--- config.mk ---
export PLATFORM = sky130hd
export DESIGN_NAME = rect_pattern_gen
export DESIGN_NICKNAME = d
export VERILOG_FILES = /design/src/rtl/rect_pattern_gen_pkg.sv /design/src/rtl/rect_pattern_gen_scan_counter.sv /design/src/rtl/rect_pattern_gen.sv
export SDC_FILE = /design/constraint.sdc
export NUM_CORES = 1
export LEC_CHECK = 0
export CORE_MARGIN = 2
export CORE_UTILIZATION = 60
export CTS_CLUSTER_DIAMETER = 80
export DETAILED_ROUTE_END_ITERATION = 16
export PLACE_DENSITY = 0.89
export SYNTH_ARGS = -nofsm -noshare
export SYNTH_HDL_FRONTEND = slang
export SYNTH_HIERARCHICAL = 1
export SYNTH_SLANG_ARGS = --single-unit
--- constraint.sdc ---
create_clock -name i_clk -period 5.28 [get_ports i_clk]
set_input_delay 1.056 -clock i_clk [delete_from_list [all_inputs] [get_ports i_clk]]
set_output_delay 1.056 -clock i_clk [all_outputs]
set_load 0.03 [all_outputs]
--- src/rtl/rect_pattern_gen_pkg.sv ---
// Shared mode encoding and default geometry for the raster pattern generator.
// Defaults describe the 400x225 display frame store.
package pattern_gen_pkg;

  typedef enum logic [1:0] {
    MODE_BLANK   = 2'd0,
    MODE_DIAG    = 2'd1,
    MODE_FILL    = 2'd2,
    MODE_OUTLINE = 2'd3
  } mode_e;

  localparam int DEF_H_ACTIVE = 400;
  localparam int DEF_V_ACTIVE = 225;
  localparam int DEF_COLOR_W  = 6;
  localparam int DEF_RECT_W   = 50;
  localparam int DEF_RECT_H   = 50;
  localparam int DEF_X0       = 200;
  localparam int DEF_Y0       = 100;
  localparam int DEF_STEP     = 1;

endpackage

--- src/rtl/rect_pattern_gen_scan_counter.sv ---
// Raster scan position counter: x runs fastest, wraps into y, y wraps at frame end.
// Flags mark the first and last pixel of the frame at the current count.
module scan_counter #(
  parameter int H_ACTIVE = 400,
  parameter int V_ACTIVE = 225,
  parameter int XW       = $clog2(H_ACTIVE),
  parameter int YW       = $clog2(V_ACTIVE)
) (
  input  logic          i_clk,
  input  logic          i_rst_n,
  input  logic          i_advance,
  output logic [XW-1:0] o_x_cnt,
  output logic [YW-1:0] o_y_cnt,
  output logic          o_first,
  output logic          o_last
);

  localparam logic [XW-1:0] X_LAST = XW'(H_ACTIVE - 1);
  localparam logic [YW-1:0] Y_LAST = YW'(V_ACTIVE - 1);

  logic [XW-1:0] r_x;
  logic [YW-1:0] r_y;

  always_ff @(posedge i_clk or negedge i_rst_n) begin
    if (!i_rst_n) begin
      r_x <= '0;
      r_y <= '0;
    end else if (i_advance) begin
      if (r_x == X_LAST) begin
        r_x <= '0;
        r_y <= (r_y == Y_LAST) ? '0 : r_y + 1'b1;
      end else begin
        r_x <= r_x + 1'b1;
      end
    end
  end

  assign o_x_cnt = r_x;
  assign o_y_cnt = r_y;
  assign o_first = (r_x == '0) && (r_y == '0);
  assign o_last  = (r_x == X_LAST) && (r_y == Y_LAST);

endmodule

--- src/rtl/rect_pattern_gen.sv ---
// Raster pattern generator: walks every pixel of the frame and emits coordinates
// and colour (blank, diagonal, filled or outlined movable rectangle).
module rect_pattern_gen
  import pattern_gen_pkg::*;
#(
  parameter int H_ACTIVE = DEF_H_ACTIVE,
  parameter int V_ACTIVE = DEF_V_ACTIVE,
  parameter int COLOR_W  = DEF_COLOR_W,
  parameter int RECT_W   = DEF_RECT_W,
  parameter int RECT_H   = DEF_RECT_H,
  parameter int X0       = DEF_X0,
  parameter int Y0       = DEF_Y0,
  parameter int STEP     = DEF_STEP,
  parameter int XW       = $clog2(H_ACTIVE),
  parameter int YW       = $clog2(V_ACTIVE)
) (
  input  logic               i_clk,
  input  logic               i_rst_n,
  input  logic               i_buffon_up,
  input  logic               i_buffon_down,
  input  logic               i_buffon_left,
  input  logic               i_buffon_right,
  input  logic [1:0]         i_mode,
  input  logic [COLOR_W-1:0] i_color,
  input  logic               i_ready,
  output logic [XW-1:0]      o_x,
  output logic [YW-1:0]      o_y,
  output logic [COLOR_W-1:0] o_data,
  output logic               o_valid,
  output logic               o_sof,
  output logic               o_done
);

  localparam int X_MAX = H_ACTIVE - RECT_W;
  localparam int Y_MAX = V_ACTIVE - RECT_H;

  // Handshake: o_valid/o_x/o_y/o_data/o_sof form one pixel that transfers on a
  // rising edge with o_valid && i_ready; the register reloads whenever it is
  // empty or being drained, and holds every output while o_valid && !i_ready.
  logic w_load;
  logic w_xfer;
  logic w_last_xfer;

  logic [XW-1:0] w_x_cnt;
  logic [YW-1:0] w_y_cnt;
  logic          w_first;
  logic          w_last;

  logic               r_last;
  mode_e              r_mode;
  mode_e              w_mode;
  logic [COLOR_W-1:0] r_color;
  logic [COLOR_W-1:0] w_color;

  logic [XW-1:0] r_x_min;
  logic [YW-1:0] r_y_min;
  logic [XW-1:0] w_x_min_next;
  logic [YW-1:0] w_y_min_next;
  logic [XW:0]   w_x_dec;
  logic [XW:0]   w_x_inc;
  logic [YW:0]   w_y_dec;
  logic [YW:0]   w_y_inc;

  logic [XW:0] w_xe;
  logic [XW:0] w_xl;
  logic [XW:0] w_xr;
  logic [YW:0] w_ye;
  logic [YW:0] w_yt;
  logic [YW:0] w_yb;
  logic        w_in_rect;
  logic        w_on_edge;
  logic        w_hit;

  assign w_load      = !o_valid || i_ready;
  assign w_xfer      = o_valid && i_ready;
  assign w_last_xfer = w_xfer && r_last;

  scan_counter #(
    .H_ACTIVE (H_ACTIVE),
    .V_ACTIVE (V_ACTIVE),
    .XW       (XW),
    .YW       (YW)
  ) u_scan (
    .i_clk     (i_clk),
    .i_rst_n   (i_rst_n),
    .i_advance (w_load),
    .o_x_cnt   (w_x_cnt),
    .o_y_cnt   (w_y_cnt),
    .o_first   (w_first),
    .o_last    (w_last)
  );

  // One extra bit so a decrement below zero shows up as the top bit set.
  assign w_x_dec = {1'b0, r_x_min} - (XW+1)'(STEP);
  assign w_x_inc = {1'b0, r_x_min} + (XW+1)'(STEP);
  assign w_y_dec = {1'b0, r_y_min} - (YW+1)'(STEP);
  assign w_y_inc = {1'b0, r_y_min} + (YW+1)'(STEP);

  always_comb begin
    w_x_min_next = r_x_min;
    w_y_min_next = r_y_min;
    if (w_last_xfer && i_buffon_left && !i_buffon_right)
      w_x_min_next = w_x_dec[XW] ? '0 : w_x_dec[XW-1:0];
    else if (w_last_xfer && i_buffon_right && !i_buffon_left)
      w_x_min_next = (w_x_inc > (XW+1)'(X_MAX)) ? XW'(X_MAX) : w_x_inc[XW-1:0];
    if (w_last_xfer && i_buffon_up && !i_buffon_down)
      w_y_min_next = w_y_dec[YW] ? '0 : w_y_dec[YW-1:0];
    else if (w_last_xfer && i_buffon_down && !i_buffon_up)
      w_y_min_next = (w_y_inc > (YW+1)'(Y_MAX)) ? YW'(Y_MAX) : w_y_inc[YW-1:0];
  end

  // The last-pixel transfer coincides with the load of (0,0), so the new
  // frame is drawn with the freshly moved position: no tearing.
  assign w_mode  = w_first ? mode_e'(i_mode) : r_mode;
  assign w_color = w_first ? i_color : r_color;

  assign w_xe = {1'b0, w_x_cnt};
  assign w_xl = {1'b0, w_x_min_next};
  assign w_xr = w_xl + (XW+1)'(RECT_W - 1);
  assign w_ye = {1'b0, w_y_cnt};
  assign w_yt = {1'b0, w_y_min_next};
  assign w_yb = w_yt + (YW+1)'(RECT_H - 1);

  assign w_in_rect = (w_xe >= w_xl) && (w_xe <= w_xr) && (w_ye >= w_yt) && (w_ye <= w_yb);
  assign w_on_edge = (w_xe == w_xl) || (w_xe == w_xr) || (w_ye == w_yt) || (w_ye == w_yb);

  always_comb begin
    w_hit = 1'b0;
    unique case (w_mode)
      MODE_BLANK:   w_hit = 1'b0;
      MODE_DIAG:    w_hit = (32'(w_x_cnt) == 32'(w_y_cnt));
      MODE_FILL:    w_hit = w_in_rect;
      MODE_OUTLINE: w_hit = w_in_rect && w_on_edge;
      default:      w_hit = 1'b0;
    endcase
  end

  always_ff @(posedge i_clk or negedge i_rst_n) begin
    if (!i_rst_n) begin
      o_x     <= '0;
      o_y     <= '0;
      o_data  <= '0;
      o_valid <= 1'b0;
      o_sof   <= 1'b0;
      o_done  <= 1'b0;
      r_last  <= 1'b0;
      r_mode  <= MODE_BLANK;
      r_color <= '0;
      r_x_min <= XW'(X0);
      r_y_min <= YW'(Y0);
    end else begin
      if (w_load) begin
        o_x     <= w_x_cnt;
        o_y     <= w_y_cnt;
        o_data  <= w_hit ? w_color : '0;
        o_valid <= 1'b1;
        o_sof   <= w_first;
        r_last  <= w_last;
        if (w_first) begin
          r_mode  <= mode_e'(i_mode);
          r_color <= i_color;
        end
      end
      r_x_min <= w_x_min_next;
      r_y_min <= w_y_min_next;
      if (w_last_xfer)
        o_done <= 1'b1;
    end
  end

endmodule
==> summary.md <==
| Metric | Value |
|---|---|
| Hold_sp | `o_done` |
| Complex-gate fraction of the synthesized area | `20.4%` |
| Final Net Count | `between 700 and 800` |
| Fill cells | `724` |
| Fin worst setup slack | `around 310 ps` |
| Logic pwr share | `23.2%` |
| Fmax | `0.201 GHz` |
| Final Cycle Share | `a little over nine tenths` |
| Count leader, synth | `nand2_1` |
| Mux cell area share after synthesis | `2.97%` |
| Worst-Skew Late Latency | `between 300 and 400 ps` |
| Worst Hold End | `o_done` |
| DRT antenna net count | `0` |
| Post-Synth Simple-Gate Area | `between 20% and 30%` |
| H-tree Lvls | `3` |
| ANT cells | `0` |
| Starting Density | `61.6%` |
| GPL Wtd Cong | `about 0.94` |
| Initial DRC count | `between 300 and 400` |
| Cell count of the worst reg-to-reg path | `23` |
| Hold depth | `1` |
| DRT Pass-1 Iters | `5` |
| Yosys warns | `6` |
| DP HPWL | `roughly 11 mm` |
| Vias in the first global route | `between 5,000 and 6,000` |
| Worst-margin pin slew | `875 ps` |
| Tmin final | `around 5000 ps` |
| FF+latch count, synth | `69` |
| Syn Nets | `between 700 and 800` |
| Die area | `slightly above 0.01 mm^2` |
| Vias | `slightly above 5,000` |
| CTS root buffer | `clkbuf_8` |
| Commonest cells in the netlist | `nand2_1 (90), dfrtp_1 (63), ha_1 (46), a21oi_1 (44), nor2_1 (39)` |
| Reg area | `0.00173 mm^2` |
| CP peak stage delay | `~580 ps` |
| PostCTS Resize Cnt | `0` |
| Worst-path maximum fanout | `12` |
| Cell Rows | `35` |
| Post-CTS Repair Setup Buffers | `0` |
| Footprint of the multi-input gates | `~0.0036 mm^2` |
| Post-Synth XOR/XNOR Area | `between 5 and 6%` |
| Vias per cell | `between 6 and 7` |
| Pint | `0.00101 W` |
| CTS Buffer Depth | `2` |
| Synthesized area | `about 0.0057 mm^2` |
| Setup TNS | `0 ps` |
| Syn Area/Cell | `between 8 and 9 um^2` |
| WP data arrival | `around 5200 ps` |
| Synth Flop Type | `dfrtp_1` |
| Clk pwr share | `between 30% and 40%` |
| Largest family of logic cells by synthesized area | `simple AND/OR/NAND/NOR gates` |
| Share of cells above drive strength 1 | `approximately a tenth` |
| Area share of the largest cell type after synthesis | `27.7%` |
| Largest net degree at the start of global routing | `70` |
| Number of synthesized flops with an enable pin | `0` |
| RSZ-0062 raised after global routing | `false` |
| Power Density | `around 240 mW/mm^2` |
| CTS tree | `built` |
| Min-Delay Path Class | `reg -> reg` |
| Critical register-to-register path startpoint | `r_x_min[0]` |
| Inserted Clock Buffers | `9` |
| Worst clock skew | `between 10 and 15 ps` |
| Routed len/inst | `~18 um` |
| Drt drc | `0` |
| Hold Fails Final Rpt | `0` |
| Static Leak | `2.77 nW` |
| Area contributors post-synth | `dfrtp_1 (28%), ha_1 (10%), nand2_1 (5.9%)` |
| RR Endpoint | `o_data[1]` |
| Final Setup Violations | `0` |
| Height of the die | `between 100 and 150 um` |
| WL final | `around 14 mm` |
| Worst Setup End Kind | `flip-flop` |
| Worst reg-to-reg setup slack | `310 ps` |
| Max VDD drop | `around 0.34 mV` |
| Synthesis-to-layout area growth | `11.0%` |
| Critical path class | `reg -> reg` |
| Synth cell types | `90` |
| Placed cells | `between 800 and 900` |
| Ys async rst share | `between 90% and 100%` |
| CP most frequent cell | `a21oi_1` |
| Post-synth top area cell | `dfrtp_1` |
| Hold_buf cts | `0` |
| Initial antenna violation count | `0` |
| Crit-path cells | `inv_1 > ha_1 > nand4_1 > or2_2 > o2111ai_1 > a221o_1 > a211o_1 > a21oi_1 > inv_1 > nand2_1 > nor2_1 > o22ai_1 > ha_1 > a21o_1 > a21o_1 > a21o_1 > a21oi_1 > nor2b_1 > o21ai_0 > a21oi_1 > o21ai_0 > o311ai_4 > a21oi_1` |
| Status | `finished, final reports clean` |
| Global-route wire length before repair | `around 24 mm` |
| Flop pwr share | `between 40% and 50%` |
| Slew Limit Fails | `0` |
| Sequential cell area fraction in the yosys report | `roughly 30%` |
| Crit path required time | `between 5000 and 6000 ps` |
| Critical path launch point type | `flip-flop` |
| Pre-CTS setup slack | `~50 ps` |
| Sw Ratio | `between 30% and 40%` |
| Slowest-stage cell, CP | `dfrtp_1` |
| Clk slew on worst S/H paths | `~80 ps` |
| Global route overflow | `0` |
| Post-synthesis adder-cell area fraction | `10.1%` |
| Total GRT Usage | `29.8%` |
| Port Buffers | `40` |
| Placeable Area | `0.00924 mm^2` |
| Worst slew margin | `41.7%` |
| Cell count after synthesis | `about 660` |
| I/O Pins | `41` |
| Clk sinks | `69` |
| Switching power total | `~0.00051 W` |
| Max-cap violations | `0` |
| Final design utilization | `68.4%` |
| Die Span X | `a little over 100 um` |
| Non-Filler Instances | `roughly 830` |
| CP delay by family, top | `compound AO/OA/AOI/OAI gates` |
| CP bufs+invs | `2` |
==> logic make-up after synthesis <==
group                    count (synthesis)
multiplexers                            16
buffers and inverters                   68
flip-flops                              69
AO/OA/AOI/OAI                          168
adder cells (fa/ha/maj)                 46
XOR/XNOR                                33
other                                    1
AND/OR/NAND/NOR                        260
==> placed cells by master, fill, tap and decap left out, types with 5 or more instances in the layout <==
master / instances
o21ai_0: 35
mux2_2: 7
inv_1: 34
nor4_1: 7
and3_1: 5
nor2b_1: 8
nand3_1: 25
o31ai_1: 7
ha_1: 46
clkdlybuf4s50_1: 39
xor2_1: 8
nand2b_1: 13
dfstp_2: 6
dfrtp_1: 63
mux2i_1: 9
a21oi_1: 44
nor2_1: 39
buf_4: 9
xnor2_1: 24
nand4_1: 11
o211ai_1: 6
and4_1: 6
clkbuf_8: 10
and2_1: 7
nand2_1: 90
or3_1: 6
nor3_1: 14
o21ai_1: 5
a31oi_1: 5
o21a_1: 5
a21o_1: 10
==> cell type report <==
cell class	instances	area share (%)
multi-input cells	524	56.8
flip-flops and latches	69	27.4
repair buffers	49	7.33
well taps	129	2.55
inverters	38	2.26
clock buffers	10	2.18
clock inverters	6	1.48
==> power by group through the flow <==
stage | Sequential, W | Combinational [W] | Clock, W
6_report | 0.000668 | 0.000353 | 0.000503
5_1_grt | 0.000675 | 0.000393 | 0.000536
4_1_cts | 0.000665 | 0.000353 | 0.000510
3_5_place_dp | 0.000675 | 0.000351 | 0
3_3_place_gp | 0.000672 | 0.000333 | 0
2_1_floorplan | 0.000682 | 0.000218 | 0
==> worst max path at each step <==
stage / start / to / slack, ps / cells past startpoint
after CTS: i_ready / o_data[1] / 400 / 18
after detailed placement: i_ready / o_data[1] / 50 / 18
after global routing: i_ready / o_data[1] / 30 / 18
final: r_x_min[0] / o_data[1] / 310 / 23
after global placement: i_ready / o_data[2] / 210 / 18
after floorplan: i_ready / o_data[0] / 1150 / 18
==> state kept, by name (all words and copies together) (netlist names) <==
signal / flops
o_x: 9
r_x_min: 9
u_scan/o_x_cnt: 9
o_y: 8
r_y_min: 8
u_scan/o_y_cnt: 8
o_data: 6
r_color: 6
r_mode: 2
o_done: 1
o_sof: 1
o_valid: 1
r_last: 1
==> routing by layer <==
| layer | vias up | GRT usage [%] | part of all wire, % |
|---|---|---|---|
| met5 | - | 0 | 0 |
| met4 | 0 | 10.8 | 2.4 |
| met3 | 35 | 5.24 | 7.2 |
| met2 | 226 | 48.3 | 48 |
| met1 | 2464 | 40.1 | 42 |
| li1 | 2448 | - | - |
==> through the flow <==
stage / total power, W / area [um^2] / hold slack [ps]
after floorplan: 0.000900 / 5690 / 473
after global routing: 0.00161 / 6320 / 479
after detailed placement: 0.00103 / 6090 / 451
final: 0.00152 / 6320 / 464
after CTS: 0.00153 / 6320 / 473
after global placement: 0.00101 / 6090 / 449
Note: power is estimated with default switching activity, not from simulation.
